## config.mk

```make
export PLATFORM = sky130hd
export DESIGN_NAME = lcd_bpm_display
export DESIGN_NICKNAME = d
export VERILOG_FILES = /design/src/rtl/lcd_pkg.sv /design/src/rtl/lcd_bpm_display_bin2bcd.sv /design/src/rtl/lcd_bpm_display.sv
export SDC_FILE = /design/constraint.sdc
export NUM_CORES = 1
export LEC_CHECK = 0
export CELL_PAD_IN_SITES_DETAIL_PLACEMENT = 2
export CELL_PAD_IN_SITES_GLOBAL_PLACEMENT = 2
export CORE_AREA = 2 2 109 111
export CTS_CLUSTER_DIAMETER = 100
export DETAILED_ROUTE_END_ITERATION = 8
export DIE_AREA = 0 0 111 113
export PLACE_DENSITY_LB_ADDON = 0.08
export SLEW_MARGIN = 20
export SYNTH_ARGS = -nofsm -noshare
export SYNTH_HDL_FRONTEND = slang
export SYNTH_SLANG_ARGS = --single-unit
```

## constraint.sdc

```tcl
create_clock -name clk_core -period 6.04 [get_ports clk_core]
set_input_delay 0.604 -clock clk_core [delete_from_list [all_inputs] [get_ports clk_core]]
set_output_delay 0.604 -clock clk_core [all_outputs]
set_load 0.005 [all_outputs]
```

## src/rtl/lcd_pkg.sv

```systemverilog
// Shared definitions for the BPM character-LCD driver.
// Holds the controller state encoding, the transfer sub-phase encoding, the
// HD44780 command bytes, the ASCII constants, and two helpers that produce
// the init command list and the "NNN BPM" write list entries.
package lcd_pkg;

  typedef enum logic [2:0] {
    StPwrup,
    StInit,
    StIdle,
    StConv,
    StWrite
  } lcd_state_e;

  // Per-transfer sequencing: setup cycle, strobe (lcd_e high), then the
  // fall cycle plus command wait, counted together.
  typedef enum logic [1:0] {
    PhSetup,
    PhStrobe,
    PhWait
  } xfer_phase_e;

  localparam logic [7:0] LCD_FUNC_SET  = 8'h38;
  localparam logic [7:0] LCD_DISP_ON   = 8'h0C;
  localparam logic [7:0] LCD_ENTRY     = 8'h06;
  localparam logic [7:0] LCD_CLEAR     = 8'h01;
  localparam logic [7:0] LCD_SET_DDRAM = 8'h80;

  localparam logic [7:0] ASCII_ZERO  = 8'h30;
  localparam logic [7:0] ASCII_SPACE = 8'h20;

  localparam logic [2:0] INIT_LAST  = 3'd3;
  localparam logic [2:0] WRITE_LAST = 3'd7;

  // Init command by position; the last one is the clear.
  function automatic logic [7:0] init_cmd(input logic [2:0] idx);
    logic [7:0] cmd;
    case (idx)
      3'd0:    cmd = LCD_FUNC_SET;
      3'd1:    cmd = LCD_DISP_ON;
      3'd2:    cmd = LCD_ENTRY;
      default: cmd = LCD_CLEAR;
    endcase
    return cmd;
  endfunction

  // Write list entry as {rs, data}. Leading zeros of the value are blanked,
  // the units digit is always printed.
  function automatic logic [8:0] write_entry(input logic [2:0] idx,
                                             input logic [1:0] h,
                                             input logic [3:0] t,
                                             input logic [3:0] u,
                                             input logic [3:0] col);
    logic [8:0] ent;
    case (idx)
      3'd0:    ent = {1'b0, LCD_SET_DDRAM | {4'h0, col}};
      3'd1:    ent = (h == 2'd0) ? {1'b1, ASCII_SPACE} : {1'b1, ASCII_ZERO + {6'd0, h}};
      3'd2:    ent = (h == 2'd0 && t == 4'd0) ? {1'b1, ASCII_SPACE}
                                               : {1'b1, ASCII_ZERO + {4'd0, t}};
      3'd3:    ent = {1'b1, ASCII_ZERO + {4'd0, u}};
      3'd4:    ent = {1'b1, ASCII_SPACE};
      3'd5:    ent = {1'b1, 8'h42};
      3'd6:    ent = {1'b1, 8'h50};
      default: ent = {1'b1, 8'h4D};
    endcase
    return ent;
  endfunction

endpackage

```

## src/rtl/lcd_bpm_display_bin2bcd.sv

```systemverilog
// Sequential 8-bit binary to BCD converter (shift-add-3, one bit per cycle).
// Ports:
//   clk, rst_n        clock, asynchronous active-low reset
//   start             one-cycle pulse, captures bin
//   bin [7:0]         value to convert
//   done              one-cycle pulse when the digits are valid
//   hundreds [1:0]    0..2
//   tens, units [3:0] 0..9
// Digits stay stable after done until the next start.
module bin2bcd (
  input  logic       clk,
  input  logic       rst_n,
  input  logic       start,
  input  logic [7:0] bin,
  output logic       done,
  output logic [1:0] hundreds,
  output logic [3:0] tens,
  output logic [3:0] units
);

  // {hundreds[17:16], tens[15:12], units[11:8], binary[7:0]}
  logic [17:0] sh_q, sh_d, step;
  logic [2:0]  it_q, it_d;
  logic        run_q, run_d;
  logic        done_q, done_d;

  always_comb begin
    step = sh_q;
    if (step[11:8] >= 4'd5)  step[11:8]  = step[11:8] + 4'd3;
    if (step[15:12] >= 4'd5) step[15:12] = step[15:12] + 4'd3;
    step = {step[16:0], 1'b0};
  end

  always_comb begin
    sh_d   = sh_q;
    it_d   = it_q;
    run_d  = run_q;
    done_d = 1'b0;
    if (start) begin
      sh_d  = {10'd0, bin};
      it_d  = 3'd0;
      run_d = 1'b1;
    end else if (run_q) begin
      sh_d = step;
      it_d = it_q + 3'd1;
      if (it_q == 3'd7) begin
        run_d  = 1'b0;
        done_d = 1'b1;
      end
    end
  end

  always_ff @(posedge clk or negedge rst_n) begin
    if (!rst_n) begin
      sh_q   <= '0;
      it_q   <= '0;
      run_q  <= 1'b0;
      done_q <= 1'b0;
    end else begin
      sh_q   <= sh_d;
      it_q   <= it_d;
      run_q  <= run_d;
      done_q <= done_d;
    end
  end

  assign done     = done_q;
  assign hundreds = sh_q[17:16];
  assign tens     = sh_q[15:12];
  assign units    = sh_q[11:8];

endmodule

```

## src/rtl/lcd_bpm_display.sv

```systemverilog
// HD44780 8-bit parallel driver showing a heart-rate value as "NNN BPM".
// After reset: power-up wait, init commands, then idle. A send_lcd request in
// idle latches bus_lcd, converts it to decimal and writes the text at LCD_COL.
// Ports:
//   clk_core, reset   clock, asynchronous active-low reset
//   bus_lcd [7:0]     BPM value; send_lcd request (sampled only in idle)
//   busy_lcd          high while initialising or updating the panel
//   lcd_rs/rw/e/data  panel bus (rw tied low, write only)
// All panel outputs are registered; reset clears lcd_e asynchronously.
module lcd_bpm_display
  import lcd_pkg::*;
#(
  parameter int unsigned T_POWERUP = 750000,
  parameter int unsigned T_E_PULSE = 12,
  parameter int unsigned T_CMD     = 2000,
  parameter int unsigned T_CLEAR   = 80000,
  parameter int unsigned LCD_COL   = 0
) (
  input  logic       clk_core,
  input  logic       reset,
  input  logic [7:0] bus_lcd,
  input  logic       send_lcd,
  output logic       busy_lcd,
  output logic       lcd_rs,
  output logic       lcd_rw,
  output logic       lcd_e,
  output logic [7:0] lcd_data
);

  localparam int unsigned MaxA = (T_POWERUP > T_CLEAR) ? T_POWERUP : T_CLEAR;
  localparam int unsigned MaxB = (MaxA > T_CMD) ? MaxA : T_CMD;
  localparam int unsigned MaxC = (MaxB > T_E_PULSE) ? MaxB : T_E_PULSE;
  // Wait phase counts 0..limit inclusive (fall cycle + wait), hence +2.
  localparam int unsigned CntW = $clog2(MaxC + 2);

  localparam logic [CntW-1:0] PwrLast = CntW'(T_POWERUP - 1);
  localparam logic [CntW-1:0] ELast   = CntW'(T_E_PULSE - 1);
  localparam logic [CntW-1:0] CmdLim  = CntW'(T_CMD);
  localparam logic [CntW-1:0] ClrLim  = CntW'(T_CLEAR);
  localparam logic [3:0]      ColBits = 4'(LCD_COL);

  lcd_state_e      st_q, st_d;
  xfer_phase_e     ph_q, ph_d;
  logic [CntW-1:0] cnt_q, cnt_d;
  logic [2:0]      idx_q, idx_d;
  logic [7:0]      value_q, value_d;
  logic            busy_q, busy_d;
  logic            e_q, e_d;
  logic            rs_q, rs_d;
  logic [7:0]      data_q, data_d;
  logic [8:0]      list_q [8];
  logic [8:0]      list_d [8];

  logic            bcd_start;
  logic            bcd_done;
  logic [1:0]      bcd_h;
  logic [3:0]      bcd_t;
  logic [3:0]      bcd_u;

  logic [CntW-1:0] wait_lim;
  logic            last_item;
  logic [8:0]      next_item;

  bin2bcd u_bin2bcd (
    .clk      (clk_core),
    .rst_n    (reset),
    .start    (bcd_start),
    .bin      (value_q),
    .done     (bcd_done),
    .hundreds (bcd_h),
    .tens     (bcd_t),
    .units    (bcd_u)
  );

  // Only the clear command needs the long wait.
  always_comb begin
    wait_lim  = CmdLim;
    last_item = 1'b0;
    next_item = list_q[idx_q + 3'd1];
    if (st_q == StInit) begin
      last_item = (idx_q == INIT_LAST);
      next_item = {1'b0, init_cmd(idx_q + 3'd1)};
      if (idx_q == INIT_LAST) wait_lim = ClrLim;
    end else begin
      last_item = (idx_q == WRITE_LAST);
    end
  end

  always_comb begin
    st_d      = st_q;
    ph_d      = ph_q;
    cnt_d     = cnt_q;
    idx_d     = idx_q;
    value_d   = value_q;
    busy_d    = busy_q;
    e_d       = e_q;
    rs_d      = rs_q;
    data_d    = data_q;
    list_d    = list_q;
    bcd_start = 1'b0;

    unique case (st_q)
      StPwrup: begin
        if (cnt_q == PwrLast) begin
          st_d           = StInit;
          ph_d           = PhSetup;
          cnt_d          = '0;
          idx_d          = 3'd0;
          {rs_d, data_d} = {1'b0, init_cmd(3'd0)};
        end else begin
          cnt_d = cnt_q + 1'b1;
        end
      end

      StInit, StWrite: begin
        unique case (ph_q)
          PhSetup: begin
            e_d   = 1'b1;
            ph_d  = PhStrobe;
            cnt_d = '0;
          end
          PhStrobe: begin
            if (cnt_q == ELast) begin
              e_d   = 1'b0;
              ph_d  = PhWait;
              cnt_d = '0;
            end else begin
              cnt_d = cnt_q + 1'b1;
            end
          end
          PhWait: begin
            if (cnt_q == wait_lim) begin
              cnt_d = '0;
              if (last_item) begin
                st_d   = StIdle;
                busy_d = 1'b0;
              end else begin
                idx_d          = idx_q + 3'd1;
                ph_d           = PhSetup;
                {rs_d, data_d} = next_item;
              end
            end else begin
              cnt_d = cnt_q + 1'b1;
            end
          end
          default: ph_d = PhSetup;
        endcase
      end

      StIdle: begin
        busy_d = 1'b0;
        if (send_lcd) begin
          value_d = bus_lcd;
          st_d    = StConv;
          busy_d  = 1'b1;
          idx_d   = 3'd0;
        end
      end

      StConv: begin
        // idx_q doubles as a "converter started" flag here.
        if (idx_q == 3'd0) begin
          bcd_start = 1'b1;
          idx_d     = 3'd1;
        end else if (bcd_done) begin
          for (int i = 0; i < 8; i++) begin
            list_d[i] = write_entry(3'(i), bcd_h, bcd_t, bcd_u, ColBits);
          end
          st_d           = StWrite;
          ph_d           = PhSetup;
          cnt_d          = '0;
          idx_d          = 3'd0;
          {rs_d, data_d} = write_entry(3'd0, bcd_h, bcd_t, bcd_u, ColBits);
        end
      end

      default: st_d = StPwrup;
    endcase
  end

  always_ff @(posedge clk_core or negedge reset) begin
    if (!reset) begin
      st_q    <= StPwrup;
      ph_q    <= PhSetup;
      cnt_q   <= '0;
      idx_q   <= '0;
      value_q <= '0;
      busy_q  <= 1'b1;
      e_q     <= 1'b0;
      rs_q    <= 1'b0;
      data_q  <= '0;
      for (int i = 0; i < 8; i++) list_q[i] <= '0;
    end else begin
      st_q    <= st_d;
      ph_q    <= ph_d;
      cnt_q   <= cnt_d;
      idx_q   <= idx_d;
      value_q <= value_d;
      busy_q  <= busy_d;
      e_q     <= e_d;
      rs_q    <= rs_d;
      data_q  <= data_d;
      list_q  <= list_d;
    end
  end

  assign busy_lcd = busy_q;
  assign lcd_rs   = rs_q;
  assign lcd_rw   = 1'b0;
  assign lcd_e    = e_q;
  assign lcd_data = data_q;

endmodule

```

## Yosys cells after proc, flatten, opt, wreduce, memory -nomap -nowiden

Index checks and enable logic that the tools add are counted.

| cells by class | value |
|---|---|
| $add $sub $neg | 8 |
| $lt $le $gt $ge | 3 |
| eq/ne operators | 28 |
| muxes and demuxes | 76 |
| bitwise gates (word level) | 2 |
| reduce and logical (&&, ||, !) cells | 22 |

Operators by type and width:

| kind | number |
|---|---|
| two-way mux 20 bit | 6 |
| case mux 20 bit (3 select lines) | 2 |
| two-way mux 3 bit | 16 |
| two-way mux 8 bit | 6 |
| two-way mux 18 bit | 2 |
| AND reduction 7 bit | 4 |
| binary-select mux 9 bit (select 3 bit) | 1 |
| two-way mux 9 bit | 3 |
| case mux 3 bit (4 select lines) | 2 |
| case mux 8 bit (3 select lines) | 1 |
| adder 20 x 1 -> 20 bit (second input constant) | 1 |
| == test 20 bit | 1 |
| == test 20 bit (second input constant) | 1 |
| == test 20 x 4 -> 1 bit (second input constant) | 1 |
| two-way mux 1 bit | 20 |
| case mux 6 bit (3 select lines) | 1 |
| two-way mux 17 bit | 1 |
| != test 2 bit (second input constant) | 8 |
| adder 6 x 4 -> 7 bit (first input constant) | 2 |
| two-way mux 7 bit | 2 |
| == test 3 x 2 -> 1 bit (second input constant) | 4 |
| two-way mux 2 bit | 6 |
| case mux 2 bit (3 select lines) | 2 |
| == test 3 bit (second input constant) | 3 |
| 28 further kinds | 43 |

| word-level totals | value |
|---|---|
| flip-flop bits (word level) | 101 |
| output and inout bits | 12 |

## Logic depth before layout (Yosys ltp)

Gate-level depths: netlist of the first run.

| logic depth | value |
|---|---|
| word-level depth | 10 |
| depth in mapped cells | 10 |

## Cells and area by module

From an unflattened synthesis of the first run, not the netlist that was laid out.

| second synthesis, totals | value |
|---|---|
| cell total of the unflattened synthesis | 512 |
| area, all modules | 4834.6 µm² |

By module, submodules not included:

| module | instances | cells each | area each (µm²) |
|---|---|---|---|
| lcd_bpm_display | 1 | 386 | 3593.4 |
| bin2bcd | 1 | 126 | 1241.2 |

## Least setup slack after synthesis of the first run

No wires, ideal clock.

| timing path | value |
|---|---|
| path type | reg2reg |
| start point | reg idx_q[0] |
| end point | reg st_q[0] |
| arrival | 2.289 ns |
| slack | 3.623 ns |
| stages on the path, launching flop included | 9 |
| period minus slack after synthesis | 2.417 ns |
| path through | dfrtp_1 > ha_1 > ha_1 > nand4bb_1 > nor4b_1 > o211ai_1 > o21a_4 > nor4_4 > mux2_1 |

| on the way | value |
|---|---|
| longest elaborated chain between the ends | 6 |
| elaborated cells between the ends (all ways) | 11 |
| those cells by class | 6 x eq/ne; 3 x mux; 2 x reduce/logical |

RTL lines:

| item | line | text |
|---|---|---|
| from (decl) | lcd_bpm_display.sv:45 | `logic [2:0] idx_q, idx_d;` |
| from (signal assigned) | lcd_bpm_display.sv:197 | `idx_q <= idx_d;` |
| == test 3 x 2 -> 1 bit | lcd_bpm_display.sv:81, lcd_bpm_display.sv:83 |  |
| two-way mux 17 bit | lcd_bpm_display.sv:83 | `if (idx_q == INIT_LAST) wait_lim = ClrLim;` |
| two-way mux 20 bit | lcd_bpm_display.sv:80 | `if (st_q == StInit) begin` |
| == test 20 bit | lcd_bpm_display.sv:132 | `if (cnt_q == wait_lim) begin` |
| != test 2 bit (no line) | -- |  |
| AND reduction 7 bit (no line) (*) | -- |  |
| to (signal assigned) | lcd_bpm_display.sv:183 | `st_q <= StPwrup;` |
| to (signal assigned) | lcd_bpm_display.sv:194 | `st_q <= st_d;` |
| to (decl) | lcd_bpm_display.sv:42 | `lcd_state_e st_q, st_d;` |

Every way passes the cells marked *; elsewhere a longest branch is shown, timed or not.
A chain may end at the register's enable or synchronous reset.

## Final worst setup path of the first run

| timing path | value |
|---|---|
| start point | reg st_q[0] |
| end point | reg cnt_q[18] |

| on the way | value |
|---|---|
| longest elaborated chain between the ends | 6 |
| elaborated cells between the ends (all ways) | 15 |
| those cells by class | 7 x eq/ne; 4 x mux; 4 x reduce/logical |

RTL lines:

| item | line | text |
|---|---|---|
| == test 3 x 1 -> 1 bit | lcd_bpm_display.sv:80, lcd_bpm_display.sv:102 |  |
| two-way mux 20 bit | lcd_bpm_display.sv:80 |  |
| == test 20 bit | lcd_bpm_display.sv:132 |  |
| two-way mux 20 bit | lcd_bpm_display.sv:132 |  |
| case mux 20 bit (3 select lines) | lcd_bpm_display.sv:116 | `unique case (ph_q)` |
| case mux 20 bit (3 select lines) | lcd_bpm_display.sv:102 | `unique case (st_q)` |
| to (signal assigned) | lcd_bpm_display.sv:196 | `cnt_q <= cnt_d;` |
| to (decl) | lcd_bpm_display.sv:44 | `logic [CntW-1:0] cnt_q, cnt_d;` |

Parallel ways exist; a longest one is shown, timed or not.

==> impl_results.md, run 1 <==
- WP depth: 5
- Critical path class: flop to flop
- Die width: 111 um
- Die Height: 113 um
- Storage cell area: 2080 um^2
- CP arrival: 3130 ps
- Core area: 11,300 um^2
- Min Tclk post-route: between 2000 and 3000 ps
- Seq cells post-synth: 83
- Largest net degree at the start of global routing: between 80 and 90
- # diodes: 0
- First DRT Iteration DRCs: 157
- Starting Density: 41.6%
- Hold slack: 291 ps
- DR pass1 iterations: 4
- Crit path to: cnt_q[18]
- Port Buffers: 21
- Yosys Warn Count: 0
- Worst path slowest cell: and2_1
- H-tree levels: 3
- Later-pin clock latency in the skew report: 350 ps
- CTS buffer count: 9
- WL/cell: 19.5 um
- Most common cell after layout, fill and taps aside: dfrtp_1
- Hold Fails Final Rpt: 0
- Relative slew slack: roughly 47%
- Max Slew Vio Count: 0
- Post-synth net total: 515
- CP Launch Type: flop
- Setup violators final: 0
- R2r setup slk: approximately 3100 ps
- Final WL: around 13 mm
- Rows: 39
- Worst setup EP type: flop
- Global Route Usage Sum: 21.8%
- Clock Tree Root: clkbuf_16
- GP Congestion: 0.838
- Final period util: 48.4%
- IO Count: 23
- Synth unique cells: 61
- Post-cts hold buffer count: 0
- Power Dens Cells: 217 nW/um^2
- Worst r2r path cells: 5
- Worst min path class: input port to async pin
- Top FF cell, synth: dfrtp_1
- Detail Route Antenna Nets: 0
- Initial antenna violation count: 0
- CP Max Fanout: 24
- Vias per inst: 5.76
- FFs w/ async S/R, synth: between 90% and 100%
- Final net count: 523
- TritonCTS clock tree: done
- # clock sinks: 83
- Worst setup path start: st_q[0]
- Max Clk Rate: between 300 and 400 MHz
- Critical path's top delay family: simple AND/OR/NAND/NOR gates
- Total power: ~1.1 mW
- # resized after CTS: 0
- Run status: finished, final reports clean
- CP bufs+invs: 0
- EDFF count, synth: 0
- Die Area: 12,500 um^2
- Synthesized area: 4690 um^2
- R2R Path End: cnt_q[18]
- Cell count after synthesis: 486
- First-pass GRT wire length: 21.9 mm
- Area growth syn-to-layout: 12.2%
- Post-CTS setup buffers: 0
- Area of the multi-input gates: ~2400 um^2
- Leakage power: 2.26 nW
- Worst Skew: 7.36 ps
- Crit Reg-Reg Startpoint: st_q[0]
- Crit-path cells: nor2b_1 -> nand4_1 -> nand2_1 -> and2_1 -> nor3_1
- Synth Area per Inst: 9.64 um^2
- Vias after detailed routing: 3,697
- Layout cells sized above 1: between 10 and 15%
- VDD IR max: around 0.11 mV
- CTS clk-pin slew, worst paths: 60 ps
- Number of global-route vias before repair: 4,106
- CP peak stage delay: 640 ps
- Sequential share of the synthesized area: 44.4%
- CTS Buffer Depth: 2
- Most frequent cells in the layout: dfrtp_1, nor2_1, nand2_1
- Fin area: 5260 um^2
- Layout fillers: between 1,000 and 1,500
- Worst endpoint required time: 6240 ps
- Total grt overflow: 0
- HPWL after detailed placement: between 8 and 9 mm
- Actual transition at the worst max-transition pin: 798 ps
- Max cap viols: 0
- RSZ-0062 raised after global routing: no
- Setup total negative slack: 0 ps
- Area post-placement: 4960 um^2
- DRC: 0
Yosys cell counts (2+ instances only):
cell type | n | area share, %
a211oi_1 | 6 | 0.96
a21o_1 | 3 | 0.48
a21oi_1 | 28 | 3.0
a22o_1 | 4 | 0.75
a31oi_1 | 5 | 0.67
a41oi_1 | 2 | 0.37
and2_1 | 4 | 0.53
and3_1 | 6 | 0.80
and4_1 | 4 | 0.75
buf_1 | 2 | 0.16
buf_6 | 2 | 0.48
clkbuf_1 | 20 | 1.6
dfrtp_1 | 82 | 44
ha_1 | 18 | 4.8
inv_1 | 20 | 1.6
mux2_1 | 2 | 0.48
mux2_2 | 25 | 6.0
mux2i_1 | 22 | 4.7
nand2_1 | 41 | 3.3
nand2b_1 | 7 | 0.93
nand3_1 | 18 | 1.9
nand3b_1 | 2 | 0.32
nand4_1 | 8 | 1.1
nor2_1 | 49 | 3.9
nor2b_1 | 3 | 0.40
nor3_1 | 13 | 1.4
nor3b_1 | 3 | 0.48
nor4_1 | 2 | 0.27
nor4b_1 | 2 | 0.37
o211a_1 | 2 | 0.43
o211ai_1 | 4 | 0.64
o21ai_0 | 34 | 3.6
o22ai_1 | 3 | 0.40
o31ai_1 | 2 | 0.32
or3_1 | 3 | 0.40
or4_1 | 4 | 0.64
xnor2_1 | 3 | 0.56
xor2_1 | 5 | 0.93
area by class of cell:
class / count / share of cell area (%)
clock buffers: 10 / 4.36
clock inverters: 6 / 1.26
inverters: 20 / 1.43
multi-input cells: 357 / 45.7
flip-flops and latches: 83 / 39.6
well taps: 143 / 3.40
repair buffers: 23 / 4.31
sequential cells by signal, summed over array words and instances, names as in the netlist:
signal	flops
cnt_q	20
u_bin2bcd.sh_q	18
list_q	13
lcd_data	8
value_q	8
idx_q	3
st_q	3
u_bin2bcd.it_q	3
ph_q	2
busy_lcd	1
lcd_e	1
lcd_rs	1
u_bin2bcd.done	1
u_bin2bcd.run_q	1
power breakdown:
| part | leakage (nW) | switching (mW) | internal, mW |
|---|---|---|---|
| combinational | 0.986 | 0.0125 | 0.00594 |
| sequential | 1.13 | 0 | 0.556 |
| clock | 0.140 | 0.244 | 0.322 |
| total | 2.26 | 0.257 | 0.884 |
through the flow:
stage          utilization, %  instances  setup WS (ps)
2_1_floorplan               -        486           3620
3_3_place_gp             44.0        626           3180
3_5_place_dp             44.0        626           3160
4_1_cts                  46.6        642           3080
5_1_grt                  46.6        642           2780
6_report                 46.6        642           3120
worst min path at each step:
| stage | cells past startpoint | end |
|---|---|---|
| after floorplan | 0 | cnt_q[0] |
| after global placement | 2 | u_bin2bcd.sh_q[7] |
| after detailed placement | 2 | u_bin2bcd.sh_q[3] |
| after CTS | 2 | u_bin2bcd.sh_q[2] |
| after global routing | 1 | lcd_data[4] |
| final | 1 | lcd_data[4] |
layer usage:
metal / vias to the layer above / track usage, % / wire length (um)
met2: 37 / 36.3 / 6050
met1: 1890 / 29.3 / 6000
met4: 0 / 8.33 / 241
met5: - / 0 / 0
met3: 17 / 2.73 / 241
li1: 1753 / - / -
kinds of logic (layout without fill, tap and decap cells):
logic type	count (synthesis)	count (layout)	share of synthesized area [%]
AO/OA/AOI/OAI	104	104	14.1
other	1	1	0.0800
buffers and inverters	46	59	4.43
adder cells (fa/ha/maj)	18	18	4.81
multiplexers	49	49	11.2
flip-flops	83	83	44.4
XOR/XNOR	8	8	1.50
AND/OR/NAND/NOR	177	177	19.5
No activity file was read; power rests on OpenSTA's default activity.
==> run 2, diff against run 1 <==
Settings changed: CORE_AREA 2 2 109 111 to 2 2 119 121, DIE_AREA 0 0 111 113 to 0 0 121 123.
Clock period 6.04 ns to 2.66 ns, I/O delays scaled along.
==> run 2 against run 1 <==
  * Via count grew 3.5%
  * Count of clock-buffer cells in the layout is 1 higher
  * Sequential share of layout area fell by 2.6 points
  * Critical path depth rose by 1
  * Register-to-register slack worse by 3000 ps
  * Design area increased by 6.9%
  * Worst hold slack gained 150 ps
  * Setup slack lost 3000 ps
  * Critical path type unchanged
  * Largest cell class unchanged
  * Highest routed layer unchanged
==> impl_results.md, run 2 (synthesis results as in run 1) <==
- Vias after detailed routing: 3,827 (was 3,697)
- Final WL: 13.1 mm (was 12.5 mm)
- Biggest register: cnt_q (unchanged)
- Worst setup EP type: flop (unchanged)
- Final period util: 96.3% (was 48.4%)
- Setup total negative slack: 0 ps (unchanged)
- Run status: finished, final reports clean (unchanged)
- Largest net degree at the start of global routing: 49 (was 84)
- Starting Density: 34.4% (was 41.6%)
- Worst min path class: input port to async pin (unchanged)
- CP arrival: 2790 ps (was 3130 ps)
- Clock Tree Root: clkbuf_16 (unchanged)
- Largest register FFs: 20 (unchanged)
- # clock sinks: 83 (unchanged)
- DRC: 0 (unchanged)
- Die width: 121 um (was 111 um)
- Most common cell after layout, fill and taps aside: dfrtp_1 (unchanged)
- Final worst slack: 99.6 ps (was 3120 ps)
- Power Dens Cells: 488 nW/um^2 (was 217 nW/um^2)
- Largest regs: cnt_q x20, u_bin2bcd.sh_q x18, list_q x13 (unchanged)
- Vias per inst: 5.40 (was 5.76)
- Most frequent cells in the layout: dfrtp_1, nor2_1, nand2_1 (unchanged)
- H-tree levels: 3 (unchanged)
- Global Route Usage Sum: 19.2% (was 21.8%)
- Layout fillers: 1,476 (was 1,210)
- Actual transition at the worst max-transition pin: 549 ps (was 798 ps)
- Die Height: 123 um (was 113 um)
- DR pass1 iterations: 4 (unchanged)
- Max Clk Rate: 391 MHz (was 342 MHz)
- Area post-placement: 5240 um^2 (was 4960 um^2)
- CTS buffer count: 9 (unchanged)
- RSZ-0062 raised after global routing: yes (was no)
- WL/cell: 18.5 um (was 19.5 um)
- Die Area: 14,900 um^2 (was 12,500 um^2)
- Clk pwr share: 52.2% (was 49.7%)
- IO Count: 23 (unchanged)
- Area growth syn-to-layout: 19.9% (was 12.2%)
- Relative slew slack: 63.4% (was 46.8%)
- GP Congestion: 0.830 (was 0.838)
- CTS clk-pin slew, worst paths: 60 ps (about the same)
- Critical path class: flop to flop (unchanged)
- Worst slack at placement: -0.991 ps (was 3160 ps)
- TritonCTS clock tree: done (unchanged)
- First DRT Iteration DRCs: 103 (was 157)
- Min Tclk post-route: 2560 ps (was 2920 ps)
- Rows: 43 (was 39)
- Max Slew Vio Count: 0 (unchanged)
- Final net count: 553 (was 523)
- Later-pin clock latency in the skew report: 350 ps (about the same)
- Worst Skew: 8.11 ps (was 7.36 ps)
- First-pass GRT wire length: 22.2 mm (was 21.9 mm)
- Port Buffers: 21 (unchanged)
- HPWL after detailed placement: 9.56 mm (was 8.54 mm)
- CTS Buffer Depth: 2 (unchanged)
- Net Sw Power: 584 uW (was 257 uW)
- Detail Route Antenna Nets: 0 (unchanged)
- Worst endpoint required time: 2890 ps (was 6240 ps)
- CP Max Fanout: 7 (was 24)
- Flop pwr share: 46.0% (was 48.7%)
- Layout cells sized above 1: 16.4% (was 11.0%)
- Number of global-route vias before repair: 4,222 (was 4,106)
- Fin area: 5620 um^2 (was 5260 um^2)
- Core area: 13,600 um^2 (was 11,300 um^2)
- Max cap viols: 0 (unchanged)
- Sw Share: 21.3% (was 22.5%)
- CP Launch Type: flop (unchanged)
- # diodes: 0 (unchanged)
- Setup violators final: 0 (unchanged)
- Total grt overflow: 0 (unchanged)
- Leakage power: 2.45 nW (was 2.26 nW)
- Initial antenna violation count: 0 (unchanged)
- VDD IR max: 0.274 mV (was 0.114 mV)
- Hold Fails Final Rpt: 0 (unchanged)
- Combinational power share: 1.7% (was 1.6%)
- Internal: 2.16 mW (was 884 uW)
## run 2: cell count changes in the layout (fill, tap and decap cells not counted), sizes merged
cell | before | now
inv | 21 | 20
buf | 3 | 32
bufinv | 1 | 2
clkbuf | 10 | 11
clkinvlp | 2 | 1
dlygate4sd3 | 0 | 1
## run 2: cell type report
cell class,instances,area [um^2],area share [%]
multi-input combinational,357,2430,43.2
sequential,83,2080,37.0
timing repair buffer,53,475,8.46
clock buffer,11,253,4.50
tap,180,225,4.01
clock inverter,5,85.1,1.51
inverter,20,75.1,1.34
## run 2: worst max-delay path, stage by stage, from the launching register on
cell      delay, ps
dfrtp_1         450
or4_4           550
nor4_2          290
o211ai_1        180
o21a_4          280
nor4_4          340
mux2_1          360
## run 2: stage by stage
| stage | utilization (%) | hold WS (ps) | std cells | power (mW) |
|---|---|---|---|---|
| final | 41.3 | 443 | 709 | 2.74 |
| after global routing | 41.3 | 490 | 709 | 2.82 |
| after CTS | 41.1 | 466 | 708 | 2.78 |
| after detailed placement | 38.5 | 289 | 691 | 1.33 |
| after global placement | 38.5 | 294 | 691 | 1.33 |
| after floorplan | - | -29.6 | 486 | 1.29 |
## run 2: path summary, 6_finish.rpt
kind / start / to / slack, ps / depth (start not counted)
hold reg to reg: value_q[6] / u_bin2bcd.sh_q[6] / 480 / 2
setup reg to reg: cnt_q[9] / st_q[0] / 100 / 6
setup / recovery: cnt_q[9] / st_q[0] / 100 / 6
min in group clk_core: value_q[6] / u_bin2bcd.sh_q[6] / 480 / 2
hold / removal: reset / lcd_data[7] / 440 / 2
max in group asynchronous: reset / busy_lcd / 1510 / 3
## run 2: repair_timing
action                                 4_1_cts  5_1_grt
cloned                                       0        0
buffers inserted                             0        1
resized for setup                            1        3
setup endpoints to repair                    1       15
hold buffers                                 1        0
endpoints found under the hold margin       35        0
pin swaps                                    0        1
## run 2: layer usage
metal | GRT usage (%) | routed length (um) | vias to the layer above
li1 | - | - | 1811
met1 | 25.8 | 6360 | 1955
met2 | 31.1 | 6250 | 41
met3 | 2.68 | 231 | 20
met4 | 8.36 | 278 | 0
met5 | 0 | 0 | -
## run 2: power by group through the flow
stage	Combinational, mW	Sequential [mW]	Clock (mW)
2_1_floorplan	0.00273	1.29	0
3_3_place_gp	0.0487	1.29	0
3_5_place_dp	0.0488	1.29	0
4_1_cts	0.0503	1.26	1.47
5_1_grt	0.0533	1.26	1.51
6_report	0.0471	1.26	1.43
